[src/rtl/siso_ctrl_pkg.sv]
// Shared types and helpers for the SISO stream controller and its tag pipeline.
package siso_ctrl_pkg;

  typedef enum logic {
    IDLE  = 1'b0,
    SHIFT = 1'b1
  } state_t;

  typedef struct packed {
    logic valid;
    logic last;
  } tag_t;

  // Bit counter width; a one-bit word still needs a one-bit counter.
  function automatic int cnt_width(input int width);
    return (width <= 1) ? 1 : $clog2(width);
  endfunction

endpackage

[src/rtl/siso_tag_pipe.sv]
// Delay line carrying {valid,last} alongside the bits travelling through shift_siso.
module siso_tag_pipe
  import siso_ctrl_pkg::*;
#(
  parameter int DEPTH = 4
) (
  input  logic clk,
  input  logic rst,
  input  tag_t in_tag,
  output tag_t out_tag,
  output logic any_set
);

  tag_t stages [DEPTH];

  always_ff @(posedge clk) begin
    if (rst) begin
      // NOTE: unlike a data-only pipe, every stage is reset: a stale tag would surface as a phantom valid/last.
      for (int i = 0; i < DEPTH; i++) stages[i] <= '0;
    end else begin
      stages[0] <= in_tag;
      for (int i = 1; i < DEPTH; i++) stages[i] <= stages[i-1];
    end
  end

  assign out_tag = stages[DEPTH-1];

  always_comb begin
    any_set = 1'b0;
    for (int i = 0; i < DEPTH; i++) any_set = any_set | stages[i].valid;
  end

endmodule

[src/rtl/siso_stream_ctrl.sv]
// Serialises handshaked parallel words into shift_siso and qualifies its serial output.
module siso_stream_ctrl
  import siso_ctrl_pkg::*;
#(
  parameter int WIDTH     = 8,
  parameter int DEPTH     = 4,
  parameter bit MSB_FIRST = 1'b1
) (
  input  logic             clk,
  input  logic             rst,
  input  logic [WIDTH-1:0] in_data,
  input  logic             in_valid,
  output logic             in_ready,
  output logic             sr_din,
  input  logic             sr_dout,
  output logic             out_bit,
  output logic             out_valid,
  output logic             out_last,
  output logic             busy
);

  localparam int            CW         = cnt_width(WIDTH);
  localparam logic [CW-1:0] LAST_COUNT = CW'(WIDTH - 1);

  state_t           state, state_nxt;
  logic [WIDTH-1:0] word;
  logic [CW-1:0]    count;
  logic             last_bit;
  logic             load;
  tag_t             tag_in, tag_out;
  logic             tags_busy;

  assign last_bit = (count == LAST_COUNT);

  always_comb begin
    // NOTE: every output of this block gets a default first, so no path can infer a latch.
    state_nxt = state;
    in_ready  = 1'b0;
    sr_din    = 1'b0;
    load      = 1'b0;
    tag_in    = '0;
    case (state)
      IDLE: begin
        // Held low during reset so a word offered then is never mistaken for a transfer.
        in_ready = ~rst;
        if (in_valid && !rst) begin
          load      = 1'b1;
          state_nxt = SHIFT;
        end
      end
      SHIFT: begin
        sr_din       = MSB_FIRST ? word[WIDTH-1] : word[0];
        tag_in.valid = 1'b1;
        tag_in.last  = last_bit;
        if (last_bit) begin
          in_ready = ~rst;
          if (in_valid && !rst) load = 1'b1;
          else                  state_nxt = IDLE;
        end
      end
      default: state_nxt = IDLE;
    endcase
  end

  always_ff @(posedge clk) begin
    // NOTE: state registers use non-blocking assignments so all flops update together at the edge.
    if (rst) begin
      state <= IDLE;
      word  <= '0;
      count <= '0;
    end else begin
      state <= state_nxt;
      if (load) begin
        word  <= in_data;
        count <= '0;
      end else if (state == SHIFT) begin
        word <= MSB_FIRST ? (word << 1) : (word >> 1);
        if (!last_bit) count <= count + CW'(1);
      end
    end
  end

  siso_tag_pipe #(.DEPTH(DEPTH)) u_tag_pipe (
    .clk     (clk),
    .rst     (rst),
    .in_tag  (tag_in),
    .out_tag (tag_out),
    .any_set (tags_busy)
  );

  assign out_valid = tag_out.valid;
  assign out_last  = tag_out.valid & tag_out.last;
  assign out_bit   = tag_out.valid & sr_dout;
  assign busy      = (state != IDLE) | tags_busy;

endmodule
[config.mk]
export PLATFORM = sky130hd
export DESIGN_NAME = siso_stream_ctrl
export DESIGN_NICKNAME = d
export VERILOG_FILES = /design/src/rtl/siso_ctrl_pkg.sv /design/src/rtl/siso_tag_pipe.sv /design/src/rtl/siso_stream_ctrl.sv
export SDC_FILE = /design/constraint.sdc
export NUM_CORES = 1
export LEC_CHECK = 0
export BUFFER_PORTS_ARGS = -buffer_cell sky130_fd_sc_hd__buf_2
export CORE_MARGIN = 3
export CORE_UTILIZATION = 45
export CTS_CLUSTER_DIAMETER = 200
export DETAILED_ROUTE_END_ITERATION = 6
export PLACE_DENSITY = 0.68
export SYNTH_ARGS = -nofsm -noshare
export SYNTH_HDL_FRONTEND = slang
export SYNTH_SLANG_ARGS = --single-unit
export TNS_END_PERCENT = 1
[constraint.sdc]
create_clock -name clk -period 4.4 [get_ports clk]
set_clock_uncertainty 0.15 [all_clocks]
set_input_delay 0.22 -clock clk [delete_from_list [all_inputs] [get_ports clk]]
set_output_delay 0.22 -clock clk [all_outputs]
set_load 0.05 [all_outputs]
==> results.py <==
metrics = {
    "status": {
        "status": "completed",
    },
    "setup_path": {
        "crit_fanout": 12,
        "critPathRequiredTime_ns": 4.03,
        "timing.rr.start": "count[0]$_SDFFE_PP0P_",
        "endpoint_kind": "output port",
        "r2r-end": "word[6]$_SDFFE_PP0P_",
        "worstSetupStartpointType": "flop",
        "r2r_slack_ns": 2.63,
        "startpoint": "count[0]$_SDFFE_PP0P_",
        "reg2reg_depth": 5,
        "arrival_ns": 1.70,
        "critPathKind": "flop to output port",
    },
    "worst_hold_path": {
        "hold_depth": 3,
        "worstHoldEndpoint": "word[0]$_SDFFE_PP0P_",
        "holdCritStartpoint": "in_data[0]",
        "min-delay-path-class": "input pin to flop",
    },
    "clocking": {
        "cts_buffers": 3,
        "clkLatencyLatePin_ns": 0.30,
        "h-tree-depth": 1,
        "cts_tree": "built",
        "postCtsSetupRepairBufs": 0,
        "hold_buffers": 0,
        "clkTransAtPathRegs_ns": 0.10,
        "cts_sinks": 20,
        "clockBufferDepth": 2,
        "cts_resized": 0,
        "cts-root-buf": "clkbuf_4",
    },
    "global_routing": {
        "grt_first_pass_wirelength_um": 2570,
        "first_global_vias": 626,
        "grt_overflow": 0,
        "antenna_found_initial": 0,
        "use_met3_pct": 5.81,
        "grt_usage_pct": 13.5,
        "top_usage_layer": "met2",
        "grt_start_max_net_pins": 23,
        "use_met2_pct": 22.1,
        "use_met1_pct": 15.7,
    },
    "placed_design": {
        "place_inst": 125,
        "gp_congestion": 0.690,
        "numPortBuffers": 17,
        "hpwl_um": 1040,
    },
    "floorplanning": {
        "start_util_pct": 51.3,
        "die_y_um": 49.1,
        "die_area_um2": 2410,
        "io-pin-count": 18,
        "core_um2": 1630,
        "die_w_um": 49.1,
        "rows": 14,
    },
    "logic_synthesis": {
        "yosysUniqueCellTypes": 22,
        "synthCells": 90,
        "synthTopCellsByCount": "20 x dfxtp_1, 8 x nor3_1, 7 x a311oi_1, 7 x nor2b_1, 7 x o21ai_0",
        "postSynthNetCount": 104,
        "ys_seq_elements": 20,
        "yosysTopAreaCellShare_pct": 47.9,
        "synth-adder-area-share_pct": 2.99,
        "synth-simple-area-share_pct": 30.8,
        "yosysWarnings": 0,
        "yosys.area.top_type": "dfxtp_1",
        "ys_top_cells_by_area": "dfxtp_1 48%, a311oi_1 7.3%, nor2b_1 5.2%",
        "synthMuxAreaShare_pct": 0,
        "synth_edf_count": 0,
        "syn_area_per_cell_um2": 9.29,
        "synth_area_um2": 836,
        "synth_compound_area_share_pct": 13.9,
        "synth_most_common_cell": "dfxtp_1",
        "seq_area_frac_synth_pct": 47.9,
        "synth_xor_area_share_pct": 0,
        "synth_top_family_by_area": "simple AND/OR/NAND/NOR gates",
        "async_flop_share_pct": 0,
        "synth-main-ff-cell": "dfxtp_1",
    },
    "sta": {
        "finalSetupTns_ns": 0,
        "rsz0062_at_grt": "no",
        "drv_slew": 0,
        "fmax_ghz": 0.484,
        "final_hold_viol_count": 0,
        "layout_min_cycle_time_ns": 2.07,
        "worst_slew_pin_slew_ns": 0.470,
        "relSlewSlack_pct": 68.7,
        "fin_crit_sh_pct": 47.0,
        "setup_viol": 0,
    },
    "finish": {
        "final_nets": 120,
        "n_antenna_cell": 0,
        "fillers": 164,
        "drive_gt1_share_pct": 22.9,
        "area_growth_pct": 13.8,
        "layout.cells.non_filler": 129,
        "regArea_um2": 400,
        "multi_input_area_um2": 399,
    },
    "route": {
        "vias": 681,
        "drtIter0Drc": 5,
        "dr.pass1.iters": 4,
        "vias_per_cell": 5.28,
        "wirelength_um": 1530,
        "wire_per_inst_um": 11.9,
        "ant_nets": 0,
        "post-route-drc-count": 0,
    },
    "power_and_ir_drop": {
        "vdd_drop_max_uv": 279,
        "p_per_area_nw_per_um2": 365,
        "leakagePower_nw": 0.379,
    },
    "job": {
        "maxCapViolCount": 0,
    },
}
## through the flow
| step | setup WS [ns] | cell area [µm²] | hold WS [ns] | power (W) | utilization, % |
|---|---|---|---|---|---|
| finish | 2.33 | 951 | 0.0212 | 0.000347 | 58.4 |
| global route | 2.19 | 951 | 0.0144 | 0.000362 | 58.4 |
| CTS | 2.32 | 951 | 0.0169 | 0.000351 | 58.4 |
| detailed placement | 2.65 | 915 | 0.274 | 0.000246 | 56.1 |
| global placement | 2.68 | 915 | 0.266 | 0.000246 | 56.1 |
| floorplan | 2.43 | 836 | 0.149 | 0.000235 | - |
## layout by cell type, fill, tap and decap left out, drive strengths merged, types with 3 or more instances in the layout
cell type,instances
a21oi,4
a311oi,7
and2,4
buf,17
clkbuf,4
dfxtp,20
nand2,3
nand2b,3
nand3,8
nand3b,4
nor2,4
nor2b,7
nor3,8
o21ai,7
## final cells by class
class / count / share of cell area, %
multi-input cells: 64 / 42.0
flip-flops and latches: 20 / 42.1
clock buffers: 4 / 3.82
repair buffers: 17 / 8.95
well taps: 24 / 3.16
## report_power, final
part / internal, W / switching (W)
combinational: 0.0000171 / 0.0000290
sequential: 0.000190 / 0.00000624
clock: 0.0000504 / 0.0000546
total: 0.000257 / 0.0000898
## how the worst max path moves through the flow
stage / cells past startpoint / end / slack (ns)
after global placement: 5 / word[3]$_SDFFE_PP0P_ / 2.68
after detailed placement: 5 / word[6]$_SDFFE_PP0P_ / 2.65
after CTS: 5 / in_ready / 2.32
after floorplan: 5 / in_ready / 2.43
final: 5 / in_ready / 2.33
after global routing: 5 / in_ready / 2.19
## kinds of logic (layout without fill, tap and decap cells)
family / count (synthesis) / count (layout)
simple gates: 44 / 44
flops: 20 / 20
compound gates: 18 / 18
buf+inv: 6 / 21
fa+ha+maj: 2 / 2
## state kept, by name (all words and copies together), names as in the netlist
signal and flops:
count 3, state 1, word 8, u_tag_pipe.stages 8
## routing by layer
| metal | vias to the layer above | wire (µm) |
|---|---|---|
| li1 | 351 | - |
| met1 | 312 | 759 |
| met2 | 16 | 674 |
| met3 | 2 | 82 |
| met4 | 0 | 13 |
| met5 | - | 0 |
## critical path: stages, from the launching register on
cell	delay, ns
dfxtp_1	0.34
ha_1	0.19
ha_1	0.20
and2b_1	0.39
nor2_1	0.06
buf_2	0.22
(Power assumes the default switching activity.)
